==> src/rtl/usrt_rx_buffer_pkg.sv <==
// Shared USRT definitions: frame layout and the buffered receive entry.
// Also used by the deserializer and serializer.
package usrt_rx_buffer_pkg;

   localparam int unsigned FRAME_W    = 11;
   localparam int unsigned START_BIT  = 0;
   localparam int unsigned DATA_LSB   = 1;
   localparam int unsigned DATA_MSB   = 8;
   localparam int unsigned PARITY_BIT = 9;
   localparam int unsigned STOP_BIT   = 10;
   localparam int unsigned DATA_W     = DATA_MSB - DATA_LSB + 1;

   typedef struct packed {
      logic              perr;
      logic [DATA_W-1:0] data;
   } rx_entry_t;

   function automatic logic framing_ok(input logic [FRAME_W-1:0] f);
      return (f[START_BIT] == 1'b0) && (f[STOP_BIT] == 1'b1);
   endfunction

endpackage

==> src/rtl/usrt_frame_check.sv <==
// Combinational frame decode: payload, parity error and framing error.
// Kept separate so loopback checks can reuse it.
module usrt_frame_check
   import usrt_rx_buffer_pkg::*;
#(
   parameter bit PARITY_ODD = 1'b0
) (
   input  logic [FRAME_W-1:0] frame,
   output logic [DATA_W-1:0]  data,
   output logic               perr,
   output logic               ferr
);

   always_comb begin
      data = frame[DATA_MSB:DATA_LSB];
      // Parity bit is covered by the reduction, so the result must equal PARITY_ODD.
      perr = (^frame[PARITY_BIT:DATA_LSB]) != PARITY_ODD;
      ferr = !framing_ok(frame);
   end

endmodule

==> src/rtl/usrt_rx_buffer.sv <==
// Receive buffer: validates deserialized frames, queues payloads for APB reads,
// and keeps sticky overrun/framing flags plus a fill-level interrupt.
module usrt_rx_buffer
   import usrt_rx_buffer_pkg::*;
#(
   parameter int unsigned DEPTH      = 4,
   parameter bit          PARITY_ODD = 1'b0,
   parameter int unsigned IRQ_LEVEL  = 1
) (
   input  logic                    pClk,
   input  logic                    pReset,
   input  logic [FRAME_W-1:0]      frame,
   input  logic                    frame_valid,
   input  logic                    pop,
   input  logic                    clr_err,
   output logic [DATA_W-1:0]       rData,
   output logic                    rPerr,
   output logic                    empty,
   output logic                    full,
   output logic [$clog2(DEPTH):0]  count,
   output logic                    overrun_err,
   output logic                    frame_err,
   output logic                    rx_irq
);

   localparam int unsigned PW = $clog2(DEPTH);
   localparam int unsigned CW = PW + 1;
   localparam logic [CW-1:0] DEPTH_C = CW'(DEPTH);
   localparam logic [CW-1:0] IRQ_C   = CW'(IRQ_LEVEL);

   rx_entry_t         mem_q [DEPTH];
   logic [PW-1:0]     wptr_q, wptr_d;
   logic [PW-1:0]     rptr_q, rptr_d;
   logic [CW-1:0]     count_q, count_d;
   logic              ovr_q, ovr_d;
   logic              ferr_q, ferr_d;

   logic [DATA_W-1:0] chk_data;
   logic              chk_perr;
   logic              chk_ferr;
   logic              push, pop_ok, drop;
   rx_entry_t         wr_entry;
   rx_entry_t         head;

   usrt_frame_check #(
      .PARITY_ODD(PARITY_ODD)
   ) u_frame_check (
      .frame (frame),
      .data  (chk_data),
      .perr  (chk_perr),
      .ferr  (chk_ferr)
   );

   always_comb begin
      pop_ok = pop && (count_q != '0);
      // A same-cycle pop frees the slot, so a full FIFO still accepts the frame.
      push   = frame_valid && !chk_ferr && ((count_q != DEPTH_C) || pop_ok);
      drop   = frame_valid && !chk_ferr && (count_q == DEPTH_C) && !pop;

      wr_entry.perr = chk_perr;
      wr_entry.data = chk_data;

      wptr_d = push   ? wptr_q + 1'b1 : wptr_q;
      rptr_d = pop_ok ? rptr_q + 1'b1 : rptr_q;

      count_d = count_q;
      if (push && !pop_ok) begin
         count_d = count_q + 1'b1;
      end else if (pop_ok && !push) begin
         count_d = count_q - 1'b1;
      end

      ovr_d  = drop                      ? 1'b1 : (clr_err ? 1'b0 : ovr_q);
      ferr_d = (frame_valid && chk_ferr) ? 1'b1 : (clr_err ? 1'b0 : ferr_q);
   end

   always_ff @(posedge pClk or negedge pReset) begin
      if (!pReset) begin
         wptr_q  <= '0;
         rptr_q  <= '0;
         count_q <= '0;
         ovr_q   <= 1'b0;
         ferr_q  <= 1'b0;
      end else begin
         wptr_q  <= wptr_d;
         rptr_q  <= rptr_d;
         count_q <= count_d;
         ovr_q   <= ovr_d;
         ferr_q  <= ferr_d;
      end
   end

   always_ff @(posedge pClk) begin
      if (push) begin
         mem_q[wptr_q] <= wr_entry;
      end
   end

   always_comb begin
      head        = mem_q[rptr_q];
      empty       = (count_q == '0);
      full        = (count_q == DEPTH_C);
      rx_irq      = (count_q >= IRQ_C);
      count       = count_q;
      rData       = empty ? '0 : head.data;
      rPerr       = !empty && head.perr;
      overrun_err = ovr_q;
      frame_err   = ferr_q;
   end

endmodule

==> config.mk <==
export PLATFORM = sky130hd
export DESIGN_NAME = usrt_rx_buffer
export DESIGN_NICKNAME = d
export VERILOG_FILES = /design/src/rtl/usrt_rx_buffer_pkg.sv /design/src/rtl/usrt_frame_check.sv /design/src/rtl/usrt_rx_buffer.sv
export SDC_FILE = /design/constraint.sdc
export NUM_CORES = 1
export LEC_CHECK = 0
export ABC_AREA = 1
export BUFFER_PORTS_ARGS = -buffer_cell sky130_fd_sc_hd__buf_4
export CELL_PAD_IN_SITES_DETAIL_PLACEMENT = 0
export CELL_PAD_IN_SITES_GLOBAL_PLACEMENT = 2
export CORE_ASPECT_RATIO = 0.9
export CORE_UTILIZATION = 36
export CTS_CLUSTER_SIZE = 25
export DETAILED_ROUTE_END_ITERATION = 8
export PLACE_DENSITY_LB_ADDON = 0.1
export SLEW_MARGIN = 30
export SYNTH_ARGS = -nofsm -noshare
export SYNTH_HDL_FRONTEND = slang
export SYNTH_SLANG_ARGS = --single-unit
==> constraint.sdc <==
create_clock -name pClk -period 2.59 [get_ports pClk]
set_clock_uncertainty 0.1 [all_clocks]
set_input_delay 0.1295 -clock pClk [delete_from_list [all_inputs] [get_ports pClk]]
set_output_delay 0.1295 -clock pClk [all_outputs]
set_load 0.01 [all_outputs]
==> impl_results.md, run 1 <==
* Nets at ~280
* Yosys Warn Count at 0
* Max Slew Vio Count at 0
* Register Area at ~1300 um2
* Syn nets at 222
* Slew @ Worst Pin at 0.422 ns
* Initial Utilization at 0.372
* Clk_lat worst skew at approximately 0.29 ns
* Synth cell types at 19
* PD cells at 933 nW/um2
* Final Hold Viols at 0
* Die width at a little over 80 um
* Port-buffer cells at 32
* RSZ-0062 raised after global routing: false
* TritonCTS Buffers at 5
* Area of the multi-input gates at approximately 650 um2
* DIE HEIGHT at 74.6 um
* Mapped Area at between 2000 and 2500 um2
* Cell family with most CP delay: adder cells
* Sequential share of the synthesized area at 0.620
* Placement row count at 26
* Wire length per cell at 12.7 um
* Primary FF master, synth: edfxtp_1
* Area share of the leading cell type in the synthesized netlist at 0.513
* Post-Syn Area per Cell at 10.7 um2
* Total grt overflow at 0
* Slew HR at 0.719
* Drt pass-1 iters at 4
* GR Util All Layers at 0.149
* Io pins at 33
* Crit path largest cell delay at 0.43 ns
* CP endpoint kind: flip-flop
* Fmax at between 0.5 and 0.6 GHz
* Detailed Route WL at between 4000 and 5000 um
* TritonCTS clock tree: yes
* WHS at 0.0950 ns
* Pin count of the biggest net entering global routing at 19
* Die area at 6160 um2
* FF+latch count, synth at 45
* Leading post-synthesis cells by cell area: edfxtp_1 51%, dfrtp_1 11%, nor2_1 7.8%
* Pwr Total at 2.46 mW
* CP required at 2.68 ns
* Post-route setup TNS at 0 ns
* Root Driver: clkbuf_8
* Vias/cell at 4.49
* CP Launch Type: flip-flop
* Vias in the first global route at 1399
* DP HPWL at approximately 2800 um
* Post-CTS Setup Repair Bufs at 0
* DR DRC count at 0
* GPL Wtd Cong at 0.753
* Final Cycle Share at 0.768
* Mapped Cells at 197
* Iteration-0 DRC Markers at 60
* Antenna violations before repair at 0
* Largest area contributor in the netlist: edfxtp_1
* Crit path cell chain: inv_1 > ha_1 > nand2_1 > nor2_2 > nor2_4 > ha_1 > nor2_1 > o21ai_0 > xor2_1 > inv_1
* Critical path class: flip-flop to flip-flop
* Leakage power total at 1.12 nW
* Synth async-reset ratio at 0.200
* Post-CTS sizing at 0
* Maximum VDD drop at 0.000506 V
* Clock slew at reported path FFs at 0.08 ns
* CTS sink cnt at 45
* Area Growth Syn to Fin at 25.4%
* Max Cap Violations at 0
* Htree depth at 2
* Share of layout cells above drive strength 1 at 0.203
* Setup-failing EPs final at 0
* Ant diodes at 0
* Post-synth EDFFs at 36
* Vias at 1441
* WP buf/inv at 2
* Worst min path class: primary input to async pin
* Fin crit period at 1.99 ns
* Status: complete, no violations
* Slowest cell on the critical path: dfrtp_1
* Std-Cell Core Area at 5660 um2
* Post-synth top cells: 44 x nor2_1, 36 x edfxtp_1, 23 x inv_1, 19 x o21ai_1, 17 x nand2_1
* Final ANT Viol Nets at 0
* Most frequent cell after synthesis: nor2_1
* CP Data Arrival Time at approximately 2.1 ns
* Clock Path Buffers at 2
* Worst-path maximum fanout at 5
* # fillers at roughly 530
* First-pass GRT wire length at 6570 um
per-stage QoR:
step	setup WS, ns	util	area, um2	std cells
floorplan	0.607	-	2110	197
finish	0.601	0.467	2640	321
detailed placement	0.610	0.429	2430	300
global route	0.360	0.467	2640	321
global placement	0.656	0.429	2430	300
CTS	0.585	0.467	2640	321
area by class of cell:
cell class	count	share of cell area
inverter	26	0.0369
multi-input combinational	121	0.247
clock inverter	2	0.00379
tap	70	0.0332
clock buffer	6	0.0275
timing repair buffer	51	0.157
sequential	45	0.495
registers in the layout, summed over array words and instances (netlist names):
register     count
mem_q           36
count            3
rptr_q           2
wptr_q           2
frame_err        1
overrun_err      1
path summary, 6_finish.rpt:
path	start	to	slack, ns	cells after the start
worst max-delay path	count[1]	count[2]	0.60	10
worst min-delay path	pReset	frame_err	0.1	2
worst max register to register	count[1]	count[2]	0.60	10
worst min register to register	frame_err	frame_err	0.42	2
max in group asynchronous	pReset	count[2]	2.16	2
min in group pClk	pop	rptr_q[1]	0.13	5
per-layer routing:
metal / GRT usage / part of all wire / up-vias
met5: 0 / 0 / -
met4: 0.0536 / 0.0071 / 0
met3: 0.0331 / 0.032 / 4
met2: 0.254 / 0.50 / 26
met1: 0.188 / 0.46 / 665
li1: - / - / 746
layout by cell type (no fill, tap or decap), types with 2 or more instances in the layout:
cell type / Yosys / final
buf_4: 0 / 38
inv_2: 3 / 3
nor2_2: 2 / 2
clkinv_2: 0 / 2
xnor2_1: 3 / 3
inv_1: 23 / 23
a21oi_1: 9 / 9
clkbuf_8: 0 / 5
o21ai_0: 4 / 4
dfrtp_1: 9 / 9
dlygate4sd3_1: 0 / 13
nand2_1: 17 / 17
nand3_1: 3 / 3
nor2_1: 44 / 44
o21ai_1: 19 / 19
edfxtp_1: 36 / 36
ha_1: 9 / 9
xor2_1: 8 / 8
what timing repair did:
item	4_1_cts	5_1_grt
endpoints found under the setup margin	0	0
hold buffers	13	0
endpoints found under the hold margin	43	0
power by group:
group          internal, mW  switching [mW]  total, mW
logic                 0.487           0.587       1.07
clock network         0.187           0.219      0.406
registers             0.876           0.108      0.984
total                  1.55           0.915       2.46
cell families (layout without fill, tap and decap cells):
| logic type | count (synthesis) | count (layout) | synth area share |
|---|---|---|---|
| simple gates | 68 | 68 | 0.130 |
| compound gates | 33 | 33 | 0.0802 |
| xor+xnor | 11 | 11 | 0.0458 |
| buf+inv | 31 | 85 | 0.0701 |
| fa+ha+maj | 9 | 9 | 0.0535 |
| flops | 45 | 45 | 0.620 |
Power figures use the tool's default switching activity.
==> inputs of run 2 (changes only) <==
==> constraint.sdc (replaced) <==
create_clock -name pClk -period 2.04 [get_ports pClk]
set_clock_uncertainty 0.1 [all_clocks]
set_input_delay 0.102 -clock pClk [delete_from_list [all_inputs] [get_ports pClk]]
set_output_delay 0.102 -clock pClk [all_outputs]
set_load 0.01 [all_outputs]
==> run 2 against run 1 <==
Compared with the run above: power increased by 35%; sequential cell count unchanged; maximum frequency increased by 4.6%; combinational power increased by 37%; final cell count increased by 1.6%; critical path depth decreased by 1; core utilization increased by 1.4 points; register-to-register slack got worse by 0.46 ns; worst setup slack got worse by 0.46 ns; sequential share of layout area decreased by 1.4 points; critical path type unchanged; largest power group unchanged.
==> impl_results.md, run 2 (synthesis gave the netlist of run 1 again) <==
* GR Util All Layers at 0.160 (+0.0106)
* Vias/cell at 4.50 (+0.31%)
* Fmax at 0.526 GHz (+4.6%)
* Htree depth at 2 (unchanged)
* Worst Slack Setup Final at 0.139 ns (-0.462 ns)
* Placement row count at 26 (unchanged)
* Clock Path Buffers at 2 (unchanged)
* Non-filler cells, final at 326 (+1.6%)
* Die area at 6160 um2 (unchanged)
* PD cells at 1230 nW/um2 (+31%)
* Placed insts at 304 (+1.3%)
* Io pins at 33 (unchanged)
* Nets at 280 (+1.8%)
* Worst-path maximum fanout at 9 (+4)
* Max Cap Violations at 0 (unchanged)
* Final core occ at 0.480 (+0.0137)
* Clk_lat worst skew at 0.30 ns (about the same)
* Area of the multi-input gates at 664 um2 (+1.9%)
* WP buf/inv at 4 (+2)
* Post-route design area at 2720 um2 (+2.9%)
* Final ANT Viol Nets at 0 (unchanged)
* Slew HR at 0.779 (+0.0608)
* TritonCTS Buffers at 5 (unchanged)
* Pin count of the biggest net entering global routing at 19 (unchanged)
* TritonCTS clock tree: yes
* CP Launch Type: flip-flop
* # fillers at 545 (+3.0%)
* Cell family with most CP delay: buffers and inverters
* Fin crit period at 1.90 ns (-0.0882 ns)
* GPL Wtd Cong at 0.682 (-9.5%)
* Register Area at 1310 um2 (unchanged)
* DP HPWL at 2970 um (+6.4%)
* Initial Utilization at 0.372 (unchanged)
* Drt pass-1 iters at 4 (unchanged)
* Antenna violations before repair at 0 (unchanged)
* DIE HEIGHT at 74.6 um (unchanged)
* Final Cycle Share at 0.932 (+0.164)
* Leakage power total at 1.15 nW (+2.7%)
* Placed Area at 2460 um2 (+1.2%)
* Vias at 1468 (+1.9%)
* Maximum VDD drop at 0.000431 V (-15%)
* Setup-failing EPs final at 0 (unchanged)
* Worst slack, placed at 0.0945 ns (-0.516 ns)
* Worst min path class: primary input to async pin
* Post-route setup TNS at 0 ns (unchanged)
* CP endpoint kind: flip-flop
* Share of layout cells above drive strength 1 at 0.227 (+0.0234)
* Root Driver: clkbuf_8
* Slew @ Worst Pin at 0.330 ns (-0.0916 ns)
* Crit path cell chain: inv_2 > ha_1 > nand2_1 > nor2_2 > nor2_4 > buf_4 > inv_2 > nor2_1 > buf_4
* Status: complete, no violations
* Iteration-0 DRC Markers at 80 (+33%)
* Die width at 82.6 um (unchanged)
* Std-Cell Core Area at 5660 um2 (unchanged)
* CTS sink cnt at 45 (unchanged)
* Port-buffer cells at 32 (unchanged)
* Crit path largest cell delay at 0.40 ns (-0.03 ns)
* CP required at 1.94 ns (-0.74 ns)
* Slowest cell on the critical path: dfrtp_1
* Most common cell after layout, fill and taps aside: nor2_1
* Ant diodes at 0 (unchanged)
* DR DRC count at 0 (unchanged)
* Wire length per cell at 13.3 um (+4.6%)
* Area Growth Syn to Fin at 29.1%
* Top reg by flops: mem_q
* Final Hold Viols at 0 (unchanged)
* Max Slew Vio Count at 0 (unchanged)
* Critical path class: flip-flop to flip-flop
* Clock slew at reported path FFs at 0.08 ns (about the same)
* Commonest non-fill, non-tap cells in the layout: 44 x nor2_1, 43 x buf_4, 36 x edfxtp_1
* Vias in the first global route at 1495 (+6.9%)
* CP Data Arrival Time at 1.80 ns (-0.28 ns)
* Max reg flops at 36 (unchanged)
* Detailed Route WL at 4340 um (+6.2%)
* First-pass GRT wire length at 7020 um (+6.9%)
* Total grt overflow at 0 (unchanged)
run 2: cell types whose count changed in the layout (fill, tap and decap cells not counted), sizes merged:
cell      delta
clkbuf       -1
clkinvlp     +1
buf          +5
bufinv       +1
clkinv       -1
run 2: what timing repair did:
| item | 4_1_cts | 5_1_grt |
|---|---|---|
| buffers inserted | 0 | 1 |
| endpoints found under the hold margin | 43 | 0 |
| endpoints found under the setup margin | 0 | 1 |
| gates resized for setup | 0 | 2 |
| hold buffers | 13 | 0 |
run 2: per-layer routing:
metal | track usage | vias to the layer above | routed length [um]
met4 | 0.0632 | 0 | 63
met1 | 0.206 | 681 | 2040
li1 | - | 756 | -
met5 | 0 | - | 0
met3 | 0.0258 | 7 | 115
met2 | 0.271 | 24 | 2120
run 2: report_power, final:
group	internal, mW	switching [mW]	leakage, nW
clock	0.361	0.298	0.0518
sequential	1.11	0.0951	0.433
combinational	0.672	0.797	0.667
run 2: path summary, 6_finish.rpt:
check,start,endpoint,slack (ns),depth (start not counted)
min reg2reg,frame_err,frame_err,0.42,2
max in group asynchronous,pReset,wptr_q[0],1.64,2
max reg2reg,count[1],mem_q[1][1],0.14,9
max,count[1],mem_q[1][1],0.14,9
min in group pClk,pop,rptr_q[0],0.17,5
min,pReset,frame_err,0.06,2
run 2: cell type report:
type,count,share of cell area
repair buffers,56,0.167
flip-flops and latches,45,0.480
clock buffers,5,0.0253
well taps,70,0.0322
multi-input cells,121,0.244
inverters,26,0.0359
clock inverters,3,0.0152
run 2: metrics by stage:
stage / hold slack, ns / power, mW
3_5_place_dp: -0.162 / 2.69
2_1_floorplan: -0.294 / 2.11
4_1_cts: 0.0577 / 3.37
5_1_grt: 0.0619 / 3.61
6_report: 0.0578 / 3.34
3_3_place_gp: -0.166 / 2.64
